File: src/rtl/video_frame_checker_pkg.sv
// Shared types and the 24-bit-per-step CRC-32 helper for the video frame checker.
package video_pkg;

    localparam logic [31:0] CRC32_POLY = 32'h04C1_1DB7;

    typedef enum logic [1:0] {
        UNLOCKED = 2'd0,
        MEASURE  = 2'd1,
        LOCKED   = 2'd2
    } checker_state_t;

    // MSB-first, non-reflected fold of one pixel, bit 23 entering first.
    function automatic logic [31:0] crc32_step24(input logic [31:0] crc, input logic [23:0] data);
        logic [31:0] c;
        c = crc;
        for (int i = 23; i >= 0; i--) begin
            if (c[31] ^ data[i]) begin
                c = (c << 1) ^ CRC32_POLY;
            end else begin
                c = c << 1;
            end
        end
        return c;
    endfunction

endpackage

File: src/rtl/video_crc32_acc.sv
// Registered CRC-32 accumulator: one 24-bit pixel per enabled cycle, clear reseeds.
module video_crc32_acc
    import video_pkg::*;
#(
    parameter logic [31:0] CRC_INIT = 32'hFFFF_FFFF
) (
    input  logic        clk,
    input  logic        rst_n,
    input  logic        clear_i,
    input  logic        en_i,
    input  logic [23:0] data_i,
    output logic [31:0] crc_o
);

    logic [31:0] crc_q;
    logic [31:0] crc_d;
    logic [31:0] seed;

    // A pixel arriving with clear belongs to the new run, so it folds onto the seed.
    always_comb begin
        seed  = clear_i ? CRC_INIT : crc_q;
        crc_d = en_i ? crc32_step24(seed, data_i) : seed;
    end

    always_ff @(posedge clk or negedge rst_n) begin
        if (!rst_n) begin
            crc_q <= CRC_INIT;
        end else begin
            crc_q <= crc_d;
        end
    end

    assign crc_o = crc_q;

endmodule

File: config.mk
export PLATFORM = sky130hd
export DESIGN_NAME = video_crc32_acc
export DESIGN_NICKNAME = d
export VERILOG_FILES = /design/src/rtl/video_frame_checker_pkg.sv /design/src/rtl/video_crc32_acc.sv
export SDC_FILE = /design/constraint.sdc
export NUM_CORES = 1
export LEC_CHECK = 0
export CAP_MARGIN = 20
export CORE_MARGIN = 3
export CORE_UTILIZATION = 50
export CTS_CLUSTER_SIZE = 40
export DETAILED_ROUTE_END_ITERATION = 10
export GPL_ROUTABILITY_DRIVEN = 0
export MAX_ROUTING_LAYER = met4
export PLACE_DENSITY = 0.72
export RECOVER_POWER = 100
export REMOVE_ABC_BUFFERS = 1
export SYNTH_ARGS = -nofsm -noshare
export SYNTH_HDL_FRONTEND = slang
export SYNTH_SLANG_ARGS = --single-unit
File: constraint.sdc
create_clock -name clk -period 5.7 [get_ports clk]
set_input_delay 1.71 -clock clk [delete_from_list [all_inputs] [get_ports clk]]
set_output_delay 1.71 -clock clk [all_outputs]
set_load 0.02 [all_outputs]
; ---- After elaboration in Yosys (flattened, before gate mapping)
; Cells that the tools add are included.
[word_totals]
ff_bits = 32
input_bits = 28
out_inout_bits = 32
word_cells = 75
[classes]
n_mux = 26
bitwise = 48
[ops]
columns = op, n
row1 = $mux W27, 24
row2 = $not A14 Y14, 24
row3 = $mux W32, 2
row4 = $xor A1 B1 Y1, 24

; ---- Longest topological paths before layout
; Gate-level depths: netlist of run 1.
[depth]
depth_word = 50
ltp_mapped = 10
mapped_depth_nobuf = 8

; ---- Worst setup path before layout of run 1
; Ideal clock, no wire load.
[synth_path]
path_type = in2reg
startpoint = input port data_i[20]
endpoint = register crc_q[11] (netlist: crc_o[11])
setup_time_ps = 73
arrival_ps = 4363
required_time_ps = 5627
path_slack_ps = 1264
path_stages = 8
path_buffers = 1
cell_sequence = buf_4 xnor2_1 xnor3_2 xor2_1 xnor3_1 xor3_2 xnor3_1 a21oi_1
[synth_via]
elab_chain_len = 28
elab_cells_between_ends = 42
cone_classes = mux (22) / bitwise (20)
[synth_lines]
columns = element, line
row1 = from (decl), video_crc32_acc.sv:11  ; input logic [23:0] data_i,
row2 = $xor A1 B1 Y1 *, video_frame_checker_pkg.sv:17  ; if (c[31] ^ data[i]) begin
row3 = $mux W27 *, video_frame_checker_pkg.sv:17
row4 = $mux W27 / $not A14 Y14 (equally long branches), --
row5 = $mux W27, video_frame_checker_pkg.sv:17
row6 = $not A14 Y14 (no line) / $mux W27 (equally long branches), --
row7 = $mux W27, video_frame_checker_pkg.sv:17
row8 = $xor A1 B1 Y1 / $not A14 Y14 (equally long branches), --
row9 = $mux W27, video_frame_checker_pkg.sv:17
row10 = [12 not listed], --
row11 = $not A14 Y14 (no line), --
row12 = $mux W27 (2 in series), video_frame_checker_pkg.sv:17
row13 = $not A14 Y14 (no line), --
row14 = $mux W27, video_frame_checker_pkg.sv:17
row15 = $not A14 Y14 (no line), --
row16 = $mux W27 *, video_frame_checker_pkg.sv:17
row17 = $mux W32 *, video_crc32_acc.sv:22  ; crc_d = en_i ? crc32_step24(seed, data_i) : seed;
row18 = via crc_d[11], video_crc32_acc.sv:16  ; logic [31:0] crc_d;
row19 = to (signal assigned), video_crc32_acc.sv:29  ; crc_q <= crc_d;
row20 = to (decl), video_crc32_acc.sv:15  ; logic [31:0] crc_q;
; Mark *: on every way through the listed nets, which the timed path passes. The rest lies on a longest branch.

; ---- Worst setup path in the final report of run 1
[layout_path]
startpoint = input port data_i[19]
endpoint = register crc_q[8] (netlist: crc_o[8])
[layout_via]
elab_chain_len = 23
elab_cells_between_ends = 43
cone_classes = mux (21) / bitwise (22)
[layout_lines]
columns = element, line
row1 = $xor A1 B1 Y1 *, video_frame_checker_pkg.sv:17
row2 = $mux W27 *, video_frame_checker_pkg.sv:17
row3 = $mux W27 (5 in series), video_frame_checker_pkg.sv:17
row4 = $not A14 Y14 (no line), --
row5 = $mux W27, video_frame_checker_pkg.sv:17
row6 = $not A14 Y14 (no line), --
row7 = $mux W27 (3 in series), video_frame_checker_pkg.sv:17
row8 = $not A14 Y14 (no line), --
row9 = $mux W27, video_frame_checker_pkg.sv:17
row10 = $xor A1 B1 Y1, video_frame_checker_pkg.sv:17
row11 = $mux W27 (2 in series), video_frame_checker_pkg.sv:17
row12 = $not A14 Y14 (no line), --
row13 = $mux W27, video_frame_checker_pkg.sv:17
row14 = $not A14 Y14 (no line), --
row15 = $mux W27 *, video_frame_checker_pkg.sv:17
row16 = $mux W32 *, video_crc32_acc.sv:22
row17 = via crc_d[8], video_crc32_acc.sv:16
; Marks and branches as above.

==> impl_metrics.yaml, run 1 <==
status:
  status: "finished, violations left"
  violations: "capacitance limit, slew limit"
cts:
  numCtsBuffers: 5
  clkTransAtPathRegs_ns: 0.07
  postCtsHoldBufs: 0
  cts_resized: 0
  tritoncts: "done"
  insertion_delay_ns: 0.29
  clk_path_buf_depth: 2
  ctsHtreeMaxLevel: 2
  root_buffer: "clkbuf_8"
  cts_setup_buffers: 0
  clock_sinks: 32
synth:
  syn_inst: 377
  ys_warn_count: 0
  ys_top_cells_by_count: "121 x xnor2_1, 41 x xor2_1, 37 x nor2_1, 36 x xnor3_1, 32 x dfstp_2"
  synthTopCellsByArea: "xnor2_1 26%, dfstp_2 20%, xnor3_1 20%"
  synth_ff_type: "dfstp_2"
  synth_cell_type_count: 25
  yosys_register_bits: 32
  yosysMostFrequentCell: "xnor2_1"
  yosysTopAreaCell: "xnor2_1"
  synth_edf_count: 0
  yosys.area.top_type_share_pct: 25.8
  syn_area_sq_um: 4110
  post_synth.cell_area_avg_sq_um: 10.9
  async_reset_ff_share_pct: 100
  yosysSeqAreaShare_pct: 20.4
sta:
  tns_ns: 0
  setup_viol: 0
  post-route-period-util_pct: 89.4
  rsz0062_at_grt: "no"
  maxSlewViolCount: 33
  clock.fmax_mhz: 196
  tightestPinTransition_ns: 1.85
  relSlewSlack_pct: -23.3
  finClkSkew_ns: 0.00696
  layout_min_cycle_time_ns: 5.10
  hold_viol_final: 0
layout:
  drive_gt1_share_pct: 14.8
  areaGrowthSynthToFinish_pct: 18.2
  num_antenna_cells: 0
  final_nets: 458
  largest_reg_flops: 32
global_routing:
  grt_overflow: 0
  grt_usage_pct: 23.0
  grt_pass1_wl_um: 16300
  grt_pass1_vias: 2883
  grt_max_degree: 63
  antenna_found_initial: 0
die:
  start_util_pct: 52.4
  die_w_um: 96.7
  pin_count: 60
  core_sq_um: 7850
  rows: 32
  die_y_um: 96.7
  die-area_sq_um: 9350
routing:
  vias_per_cell: 5.16
  firstDrtPassIters: 5
  drt_iter0_markers: 127
  vias: 2751
  drc: 0
  wl_per_cell_um: 19.1
  ant_nets: 0
  routed_wl_um: 10200
worst_setup_path:
  cpPeakStageDelay_ns: 0.65
  critical_path.endpoint: "crc_o[8]"
  worstReg2RegEnd: "crc_o[8]"
  reg2reg_slack_ns: 2.05
  reg2reg_depth: 8
  crit_chain: "dlygate4sd3_1, xor2_1, xnor2_1, xnor2_1, xnor2_2, xor3_1, xnor3_1, a21oi_1"
  cp_slowest_cell: "dlygate4sd3_1"
  crit_arrival_ns: 5.31
  start_kind: "input port"
  worstReg2RegStart: "crc_o[27]"
  critPathMostFrequentCell: "xnor2_1"
  required_ns: 5.91
  critPathKind: "input port to flip-flop"
  critPathLaunch: "data_i[19]"
  crit_fanout: 7
  endpoint_kind: "flip-flop"
hold_path:
  holdPathStages: 2
  hp-start: "crc_o[4]"
  min_path_type: "flip-flop to flip-flop"
placed_design:
  port_buffers: 59
  hpwlAfterDp_um: 7890
job:
  drv_cap: 1
[logic make-up (layout without fill, tap and decap cells)]
logic type / after synthesis / after routing / share of synthesized area, %
AO/OA/AOI/OAI: 32 / 32 / 3.95
flip-flops: 32 / 32 / 20.4
AND/OR/NAND/NOR: 70 / 70 / 7.45
buffers and inverters: 23 / 77 / 2.74
XOR/XNOR: 220 / 220 / 65.4
[worst min path at each step]
| stage | end | slack (ns) |
|---|---|---|
| after floorplan | crc_o[17] | 0.58 |
| after detailed placement | crc_o[4] | 0.56 |
| after global placement | crc_o[11] | 0.55 |
| final | crc_o[4] | 0.56 |
| after CTS | crc_o[4] | 0.57 |
| after global routing | crc_o[7] | 0.59 |
[placed cells by master, fill, tap and decap left out, drive strengths merged, types with 5 or more instances in the layout]
master	instances
clkdlybuf4s50	20
nor2	39
dlygate4sd3	37
dfstp	32
xor2	43
a21oi	30
buf	10
xnor3	40
nor3	29
xnor2	132
clkbuf	8
xor3	5
[final cells by class]
class	count	area, sq um
clock inverters	1	30.0
clock buffers	7	96.3
fillers	667	2980
well taps	102	128
inverters	1	3.75
repair buffers	68	644
flip-flops and latches	32	841
multi-input cells	322	3120
[worst max-delay path, delay by kind of cell]
family,cells,cell delay [ns]
buffers and inverters,1,0.65
AO/OA/AOI/OAI,1,0.19
XOR/XNOR,6,2.75
[per-stage QoR]
| stage | worst slack, ns | instance area (sq um) | util [%] | hold WS, ns | instances |
|---|---|---|---|---|---|
| after floorplan | 1.43 | 4010 | - | 0.576 | 355 |
| after global placement | 0.514 | 4780 | 60.9 | 0.547 | 525 |
| after detailed placement | 0.444 | 4780 | 60.9 | 0.555 | 525 |
| after CTS | 0.714 | 4910 | 62.5 | 0.569 | 533 |
| after global routing | 0.352 | 4860 | 62.0 | 0.590 | 533 |
| final | 0.602 | 4860 | 62.0 | 0.561 | 533 |
[metal layers]
layer	track usage [%]	wire, um
met5	-	0
met4	4.43	116
met1	31.3	4360
met3	2.31	687
met2	38.0	5030
Power of run 1 is left out: the tool's default activity adds up to more than one toggle a clock period on the data nets, which glitch-free logic cannot reach.
==> run 2: changes to the inputs <==
Settings changed: CAP_MARGIN 20 to unset.
Clock period 5.7 ns to 4.76 ns, I/O delays scaled along.
==> impl_metrics.yaml, run 2 (synthesis results as in run 1) <==
status:
  violations: "capacitance limit, slew limit"
  status: "finished, violations left"
routing:
  wl_per_cell_um: 18.5
  wl_met2_um: 5200
  drt_iter0_markers: 144
  ant_nets: 0
  route.met3.wl_um: 692
  drc: 0
  vias_per_cell: 5.19
  drt-met1-wl_um: 4340
  vias: 2920
  routed_wl_um: 10400
  firstDrtPassIters: 4
  top_layer: "met4"
layout:
  largest_reg_flops: 32
  num_antenna_cells: 0
  fill_cells: 655
  final_nets: 488
  final_common_cell: "xnor2_1"
  final_core_util_pct: 64.6
  areaGrowthSynthToFinish_pct: 23.2
  mostFrequentLayoutCells: "121 x xnor2_1, 41 x xor2_1, 38 x xnor3_1"
  drive_gt1_share_pct: 19.3
worst_setup_path:
  crit_fanout: 5
  start_kind: "input port"
  crit_arrival_ns: 4.73
  endpoint_kind: "flip-flop"
  reg2reg_slack_ns: 1.41
  required_ns: 4.99
  critPathKind: "input port to flip-flop"
job:
  drv_cap: 1
global_routing:
  antenna_found_initial: 0
  grt_max_degree: 63
  grt_pass1_wl_um: 16900
  grt_overflow: 0
  grt_usage_pct: 23.8
  grt_pass1_vias: 3131
cts:
  clock_sinks: 32
  root_buffer: "clkbuf_8"
  insertion_delay_ns: 0.30
  numCtsBuffers: 5
  tritoncts: "done"
  cts_setup_buffers: 0
  cts_resized: 0
  clkTransAtPathRegs_ns: 0.08
  postCtsHoldBufs: 0
  ctsHtreeMaxLevel: 2
  clk_path_buf_depth: 2
sta:
  hold_viol_final: 0
  clock.fmax_mhz: 222
  maxSlewViolCount: 33
  tightestPinTransition_ns: 1.82
  relSlewSlack_pct: -21.2
  setup_viol: 0
  layout_min_cycle_time_ns: 4.50
  tns_ns: 0
  finClkSkew_ns: 0.00735
  post-route-period-util_pct: 94.5
  rsz0062_at_grt: "no"
placed_design:
  port_buffers: 59
  hpwlAfterDp_um: 8240
die:
  die-area_sq_um: 9350
  start_util_pct: 52.4
  rows: 32
  die_y_um: 96.7
  core_sq_um: 7850
  die_w_um: 96.7
  pin_count: 60
hold_path:
  min_path_type: "flip-flop to flip-flop"
run 2: final timing paths:
path	cells past startpoint	to	startpoint
min in group asynchronous	2	crc_o[4]	rst_n
setup / recovery	9	crc_o[14]	data_i[20]
hold reg to reg	2	crc_o[5]	crc_o[5]
hold / removal	2	crc_o[5]	crc_o[5]
setup reg to reg	8	crc_o[13]	crc_o[31]
max in group asynchronous	2	crc_o[13]	rst_n
run 2: final cells by class:
cell class	instances	area [sq um]	share of cell area [%]
Clock inverter	2	16.3	0.321
Multi-Input combinational cell	322	3160	62.3
Inverter	1	3.75	0.0740
Timing Repair Buffer	98	852	16.8
Clock buffer	6	72.6	1.43
Sequential cell	32	841	16.6
Tap cell	102	128	2.52
run 2: metrics by stage:
stage,cell area (sq um),setup WS [ns],std cells,hold slack (ns)
2_1_floorplan,4010,0.775,355,0.576
3_3_place_gp,5020,0.189,555,0.546
3_5_place_dp,5020,0.136,555,0.558
4_1_cts,5110,0.420,563,0.570
5_1_grt,5070,0.167,563,0.585
6_report,5070,0.263,563,0.566
run 2: layer usage:
metal  vias to the layer above  GRT usage, %
li1                       1394             -
met1                      1412          31.1
met2                        98          39.2
met3                        16          3.46
met4                         0          6.26
met5                         -             -
run 2: critical path, stage by stage:
cell and delay (ns):
dlygate4sd3_1 0.65, xnor2_1 0.28, xnor3_1 0.53, xor2_1 0.32, clkbuf_1 0.40, xor2_1 0.34
xor2_1 0.21, xnor3_1 0.41, a21oi_1 0.15
Power of run 2 is left out for the same reason.
